===== config.mk =====
export PLATFORM = sky130hd
export DESIGN_NAME = vga_board_renderer
export DESIGN_NICKNAME = d
export VERILOG_FILES = /design/src/rtl/vga_board_renderer.sv
export SDC_FILE = /design/constraint.sdc
export NUM_CORES = 1
export LEC_CHECK = 0
export ABC_CLOCK_PERIOD_IN_PS = 2230
export CAP_MARGIN = 20
export CORE_ASPECT_RATIO = 0.7
export CORE_UTILIZATION = 43
export CTS_CLUSTER_SIZE = 12
export DETAILED_ROUTE_END_ITERATION = 16
export GPL_TIMING_DRIVEN = 0
export PLACE_DENSITY_LB_ADDON = 0.2
export SYNTH_ARGS = -nofsm -noshare
export SYNTH_HDL_FRONTEND = slang
export SYNTH_SLANG_ARGS = --single-unit

===== constraint.sdc =====
create_clock -name clk -period 2.23 [get_ports clk]
set_clock_uncertainty 0.1 [all_clocks]
set_input_delay 0.446 -clock clk [delete_from_list [all_inputs] [get_ports clk]]
set_output_delay 0.446 -clock clk [all_outputs]
set_load 0.01 [all_outputs]

===== src/rtl/vga_board_renderer.sv =====
// Three-stage p_tick-enabled pixel pipeline: board cell lookup, glyph fetch, cursor overlay.
// Sync signals are delayed through a matching 3-deep shift register so rgb/hsync/vsync stay aligned.
module vga_board_renderer #(
   parameter int          TILE_LOG2 = 4,
   parameter int          COLS      = 16,
   parameter int          ROWS      = 16,
   parameter int          ORG_X     = 192,
   parameter int          ORG_Y     = 112,
   parameter logic [11:0] BG_RGB    = 12'h222,
   parameter logic [11:0] CUR_RGB   = 12'hF00,
   parameter int          BLINK_BIT = 5
) (
   input  logic        clk,
   input  logic        reset,
   input  logic        p_tick,
   input  logic [9:0]  pixel_x,
   input  logic [9:0]  pixel_y,
   input  logic        video_on,
   input  logic        hsync_in,
   input  logic        vsync_in,
   input  logic [3:0]  cursor_x,
   input  logic [3:0]  cursor_y,
   output logic [7:0]  cell_addr,
   input  logic [3:0]  cell_data,
   output logic [11:0] glyph_addr,
   input  logic [11:0] glyph_data,
   output logic [11:0] rgb,
   output logic        hsync,
   output logic        vsync
);

   localparam int                   TILE   = 1 << TILE_LOG2;
   localparam logic [10:0]          X_LO   = 11'(ORG_X);
   localparam logic [10:0]          X_HI   = 11'(ORG_X + COLS * TILE);
   localparam logic [10:0]          Y_LO   = 11'(ORG_Y);
   localparam logic [10:0]          Y_HI   = 11'(ORG_Y + ROWS * TILE);
   localparam logic [7:0]           COLS8  = 8'(COLS);
   localparam logic [TILE_LOG2-1:0] T_LAST = '1;

   logic [10:0]          x_ext, y_ext, dx, dy;
   logic [7:0]           col, row;
   logic [TILE_LOG2-1:0] tx, ty;
   logic                 in_board, on_edge, cur_hit;
   logic [3:0]           code_fix;

   logic [2:0]           hs_d, vs_d;
   logic [7:0]           frame_cnt;
   logic [3:0]           cur_x_l, cur_y_l;
   logic                 cur_vld;

   logic                 s1_von, s1_inb, s1_cur;
   logic [TILE_LOG2-1:0] s1_tx, s1_ty;
   logic                 s2_von, s2_inb, s2_cur;

   // 11-bit compare/subtract so pixels left of or above the board cannot wrap into it
   assign x_ext    = {1'b0, pixel_x};
   assign y_ext    = {1'b0, pixel_y};
   assign dx       = x_ext - X_LO;
   assign dy       = y_ext - Y_LO;
   assign col      = 8'(dx >> TILE_LOG2);
   assign row      = 8'(dy >> TILE_LOG2);
   assign tx       = dx[TILE_LOG2-1:0];
   assign ty       = dy[TILE_LOG2-1:0];
   assign in_board = video_on && (x_ext >= X_LO) && (x_ext < X_HI) &&
                     (y_ext >= Y_LO) && (y_ext < Y_HI);
   assign on_edge  = (tx == '0) || (tx == T_LAST) || (ty == '0) || (ty == T_LAST);
   // No cursor is drawn until one has been sampled at a frame start
   assign cur_hit  = cur_vld && (col == 8'(cur_x_l)) && (row == 8'(cur_y_l)) &&
                     on_edge && !frame_cnt[BLINK_BIT];
   assign code_fix = (cell_data >= 4'd12) ? 4'd10 : cell_data;

   assign hsync = hs_d[2];
   assign vsync = vs_d[2];

   always_ff @(posedge clk or posedge reset) begin
      if (reset) begin
         hs_d       <= 3'b111;
         vs_d       <= 3'b111;
         frame_cnt  <= 8'd0;
         cur_x_l    <= 4'd0;
         cur_y_l    <= 4'd0;
         cur_vld    <= 1'b0;
         s1_von     <= 1'b0;
         s1_inb     <= 1'b0;
         s1_cur     <= 1'b0;
         s1_tx      <= '0;
         s1_ty      <= '0;
         s2_von     <= 1'b0;
         s2_inb     <= 1'b0;
         s2_cur     <= 1'b0;
         cell_addr  <= 8'd0;
         glyph_addr <= 12'd0;
         rgb        <= 12'd0;
      end else if (p_tick) begin
         hs_d <= {hs_d[1:0], hsync_in};
         vs_d <= {vs_d[1:0], vsync_in};
         if (vs_d[0] && !vsync_in) begin
            frame_cnt <= frame_cnt + 8'd1;
            cur_x_l   <= cursor_x;
            cur_y_l   <= cursor_y;
            cur_vld   <= 1'b1;
         end

         s1_von    <= video_on;
         s1_inb    <= in_board;
         s1_cur    <= cur_hit;
         s1_tx     <= tx;
         s1_ty     <= ty;
         cell_addr <= 8'(row * COLS8 + col);

         s2_von     <= s1_von;
         s2_inb     <= s1_inb;
         s2_cur     <= s1_cur;
         glyph_addr <= {code_fix, s1_ty, s1_tx};

         if (!s2_von)
            rgb <= 12'd0;
         else if (!s2_inb)
            rgb <= BG_RGB;
         else if (s2_cur)
            rgb <= CUR_RGB;
         else
            rgb <= glyph_data;
      end
   end

endmodule

---- Word level (Yosys, flattened, before mapping) ----
Cells that the tools add are included.
storage, ports and cells
  output and inout port bits .............. 34
  logic and storage cells ................. 51
  register bits after elaboration ......... 69
  input bits .............................. 50
cells by class
  equal/unequal tests ..................... 4
  $lt $le $gt $ge ......................... 5
  reduce and logical (&&, ||, !) cells .... 17
  multiplexer cells ....................... 4
  add/subtract/negate cells ............... 4
operators by type and width
  kind                                                  count
  two-way mux 12 bit                                    3
  < comparator 10 x 9 -> 1 bit, second input constant   2
  == test 7 x 4 -> 1 bit                                2
  subtractor 10 x 7 -> 11 bit, second input constant    1
  subtractor 10 x 8 -> 11 bit, second input constant    1
  >= comparator 10 x 7 -> 1 bit, second input constant  1
  >= comparator 10 x 8 -> 1 bit, second input constant  1
  logical AND 1 bit                                     9
  adder 8 x 1 -> 8 bit, second input constant           1
  adder 8 x 7 -> 8 bit                                  1
  == test 4 bit, second input constant                  2
  zero test 4 bit                                       2
  >= comparator 4 bit, second input constant            1
  two-way mux 4 bit                                     1
  logical OR 1 bit                                      3
  zero test 1 bit                                       2
  AND reduction 2 bit                                   1

---- Logic depth before layout (Yosys ltp) ----
Gate-level depths: netlist of run 1.
  depth after elaboration ................. 7
  gate-level depth with buffers ........... 8
  depth with buffers taken out ............ 8

---- Least setup slack after synthesis of run 1 ----
No wires, ideal clock.
  path kind ............................... input-to-reg
  start point ............................. input port pixel_x[6]
  end point ............................... register cell_addr[7]
  library setup time ...................... 0.125 ns
  path buffers ............................ 0
  data arrival time ....................... 1.818 ns
  setup slack ............................. 0.187 ns
  cell stages on the path ................. 8
  data required time ...................... 2.005 ns
  cell sequence ........................... a21oi_1 xnor2_1 inv_1 ha_1 a21o_1 a21oi_1 xnor2_1 mux2_2
between the ends
  word-level cells in the longest chain between the ends .. 2
ends and longest elaborated chain
  element                      line  text
  from (decl)                  16    input logic [9:0] pixel_x,
  subtractor 10 x 8 -> 11 bit  58    assign dx = x_ext - X_LO;
  adder 8 x 7 -> 8 bit         109   cell_addr <= 8'(row * COLS8 + col);
  to (signal assigned)         109
  to (decl)                    23    output logic [7:0] cell_addr,
No other way between the ends.
A chain may end at the register's enable or synchronous reset.

---- Worst setup path after layout of run 1 ----
  start point ............................. input port pixel_x[6]
  end point ............................... register cell_addr[6]
Same word-level chain as after synthesis.

==> metrics.yaml, run 1 <==
min_delay_worst_endpoint: "cur_vld"
core_um2: 6460
seq_area_frac_synth: 0.565
max-clock-path-buffers: 2
die-area_um2: 7270
critical_path_class: "in -> reg"
drv_cap: 0
worst_ep_arrival_time_ns: 2.27
clkTransAtPathRegs_ns: 0.07
detail_route.iter0.violations: 111
depth_of_the_worst_register_to_register_path: 4
initial_core_util: 0.461
finalHoldViolations: 0
via_count_of_the_first_global_routing_pass: 2311
critPathMaxStageDelay_ns: 0.38
clock_sinks: 67
drive_gt1_frac: 0.187
synth_cell_type_count: 37
layout-area-overhead-vs-synth_pct: 41.5
ys_seq_elements: 67
placement.io_buffers: 82
final_period_minus_worst_setup_slack_ns: 2.16
status: "finished clean"
synth-main-ff-cell: "sky130_fd_sc_hd__dfrtp_1"
power.ir.vdd_worst_v: 0.000440
origin_of_the_worst_min_delay_path: "cur_vld"
path_common_cell: "sky130_fd_sc_hd__ha_2"
fmax_mhz: 464
worstPathCellList: "dlygate4sd2_1 -> ha_2 -> xnor2_2 -> ha_2 -> inv_1 -> fa_1 -> xnor2_1 -> mux2_2"
setup.worst_path.start_class: "input pin"
cellPowerDensity_nw_per_um2: 774
antenna_found_initial: 0
syn_area_per_cell_um2: 11.7
fillCellCount: 529
crit_path_max_fanout: 4
antenna_cells_inserted: 0
report.power.total_mw: 3.26
chipWidth_um: 101
setup_viol: 0
unrepaired_setup_endpoints_after_global_routing: "false"
tightestPinTransition_ns: 0.649
worstReg2RegStart: "cur_x_l[1]"
cts_max_level: 3
worst_ep_required_time_ns: 2.34
detailedPlacementHpwl_um: 4860
die_height_um: 71.6
post-route-period-util: 0.967
yosysWarningCount: 0
clock_tree_from_tritoncts: "built"
final_max_slew_viol_count: 0
global_route.overflow_total: 0
clk_latency_ns: 0.33
final.setup.tns_ns: 0
setup.worst_path.start: "pixel_x[6]"
r2r_setup_slack_ns: 0.51
vias_per_cell: 5.07
grt_max_degree: 41
drt-pass1-iter-count: 4
final_net_count: 410
post-place-cells: 429
detailroute.via_count: 2275
synth-async-reset-ratio: 1.00
crit_slowest_cell: "sky130_fd_sc_hd__dlygate4sd2_1"
final_antenna_net_count: 0
total_leakage_power_nw: 1.85
wire_length_of_the_first_global_routing_pass_um: 11300
gpl_congestion: 0.804
r2r_end: "s1_cur"
hold_path_class: "reg -> reg"
synth_cells: 255
netlist_top_cells_area: "sky130_fd_sc_hd__dfrtp_1, sky130_fd_sc_hd__mux2_2, sky130_fd_sc_hd__dfstp_2, sky130_fd_sc_hd__nand2_1, sky130_fd_sc_hd__xnor2_1"
setup.worst_path.end_class: "flip-flop"
synth.most_common_cell: "sky130_fd_sc_hd__dfrtp_1"
worst_hold_depth: 2
drt-wirelength-per-cell_um: 14.9
syn-cell-area_um2: 2980
cts_inserted_buffers: 9
multi_input_area_um2: 1230
mappedNetlistNets: 312
instances_no_fill: 449
synth_edf_count: 0
drt_drc_violations_left: 0
routed_wirelength_um: 6690
synth_largest_area_cell: "sky130_fd_sc_hd__dfrtp_1"
top_cells_by_count_synth: "sky130_fd_sc_hd__dfrtp_1, sky130_fd_sc_hd__nand2_1, sky130_fd_sc_hd__mux2_2"
placement_rows: 24
grt_util_all_layers: 0.204
post-synth-top-area-fraction: 0.512
io-pin-count: 84
ff_latch_area_um2: 1680
relSlewSlack: 0.567
clock_tree.root_cell: "sky130_fd_sc_hd__clkbuf_8"
## layout make-up
class	count	area share
Inverter	15	0.0134
Clock inverter	5	0.0187
Buffer	10	0.00891
Tap cell	91	0.0270
Multi-Input combinational cell	163	0.293
Sequential cell	67	0.400
Timing Repair Buffer	87	0.208
Clock buffer	11	0.0312
## state kept, by name (all words and copies together), names as in the netlist
register / flops
s2_inb: 1
cell_addr: 8
s1_cur: 1
s2_von: 1
s1_inb: 1
s1_von: 1
cur_vld: 1
s1_ty: 4
cur_y_l: 4
s2_cur: 1
s1_tx: 4
vs_d: 3
glyph_addr: 12
frame_cnt: 6
cur_x_l: 4
hs_d: 3
rgb: 12
## critical path: cells and delay by family
family                     cells  cell delay (ns)
adders and majority gates      3             0.85
buffers and inverters          2             0.43
muxes                          1             0.26
xor gates and xnor gates       2             0.28
## metal layers
layer | GRT usage | part of all wire | vias up
met4 | 0.0386 | 0.0066 | 0
met5 | 0 | 0 | -
li1 | - | - | 1080
met2 | 0.305 | 0.42 | 80
met3 | 0.0702 | 0.075 | 6
met1 | 0.292 | 0.49 | 1109
## power breakdown
part | internal, mW | switching, mW | total, mW
Clock | 0.629 | 0.441 | 1.07
Combinational | 0.400 | 0.287 | 0.687
Sequential | 1.39 | 0.111 | 1.51
## worst max path at each step
stage,endpoint,slack (ns)
after floorplan,cell_addr[0],0.01
after global placement,cur_y_l[2],-1.11
after detailed placement,cell_addr[7],-0.64
after CTS,cell_addr[7],0.002
after global routing,s1_cur,0.03
final,cell_addr[6],0.07
## logic make-up after synthesis
family / share of synthesized area
DFF: 0.565
and+or+nand+nor: 0.101
muxes: 0.117
xor gates and xnor gates: 0.0605
buffers and inverters: 0.0315
adders and majority gates: 0.0319
AOI/OAI and AO/OA: 0.0928
## stage by stage
stage                     setup WS [ns]  hold slack [ns]   util  area, um^2
after floorplan                  0.0108            0.312      -        2980
after global placement            -1.11            0.324  0.606        3910
after detailed placement         -0.636            0.329  0.609        3930
after CTS                       0.00185            0.345  0.648        4180
after global routing             0.0278            0.360  0.653        4210
final                            0.0741            0.342  0.653        4210
## repair_timing
action	4_1_cts	5_1_grt
buffers inserted	3	1
hold buffers	0	0
pin swaps	2	1
endpoints found under the setup margin	3	2
gates resized for setup	5	6
hold endpoints to repair	0	0
## cells in the final DEF, fill, tap and decap left out, types with 3 or more instances in the layout
cell type / instances
sky130_fd_sc_hd__clkdlybuf4s50_1: 78
sky130_fd_sc_hd__dfrtp_1: 61
sky130_fd_sc_hd__nand2_1: 39
sky130_fd_sc_hd__mux2_2: 31
sky130_fd_sc_hd__inv_1: 14
sky130_fd_sc_hd__clkbuf_1: 11
sky130_fd_sc_hd__clkbuf_8: 9
sky130_fd_sc_hd__nor2_1: 8
sky130_fd_sc_hd__a21oi_1: 8
sky130_fd_sc_hd__xnor2_1: 8
sky130_fd_sc_hd__o21ai_0: 8
sky130_fd_sc_hd__xor2_1: 7
sky130_fd_sc_hd__a22o_1: 6
sky130_fd_sc_hd__dfstp_2: 6
sky130_fd_sc_hd__nand4_1: 5
sky130_fd_sc_hd__nor3_1: 4
sky130_fd_sc_hd__buf_4: 4
sky130_fd_sc_hd__o2bb2ai_1: 3
sky130_fd_sc_hd__o2111ai_1: 3
sky130_fd_sc_hd__ha_2: 3
sky130_fd_sc_hd__ha_1: 3
sky130_fd_sc_hd__dlymetal6s2s_1: 3
(Power assumes the default switching activity.)
==> run 2, diff against run 1 <==
--- a/config.mk
+++ b/config.mk
@@ -12,6 +12,7 @@
 export CTS_CLUSTER_SIZE = 12
 export DETAILED_ROUTE_END_ITERATION = 16
 export GPL_TIMING_DRIVEN = 0
+export HOLD_SLACK_MARGIN = 0.06
 export PLACE_DENSITY_LB_ADDON = 0.2
 export SYNTH_ARGS = -nofsm -noshare
 export SYNTH_HDL_FRONTEND = slang
==> results of run 2 <==
No change in the layout: final DEF, timing and power equal those of run 1.
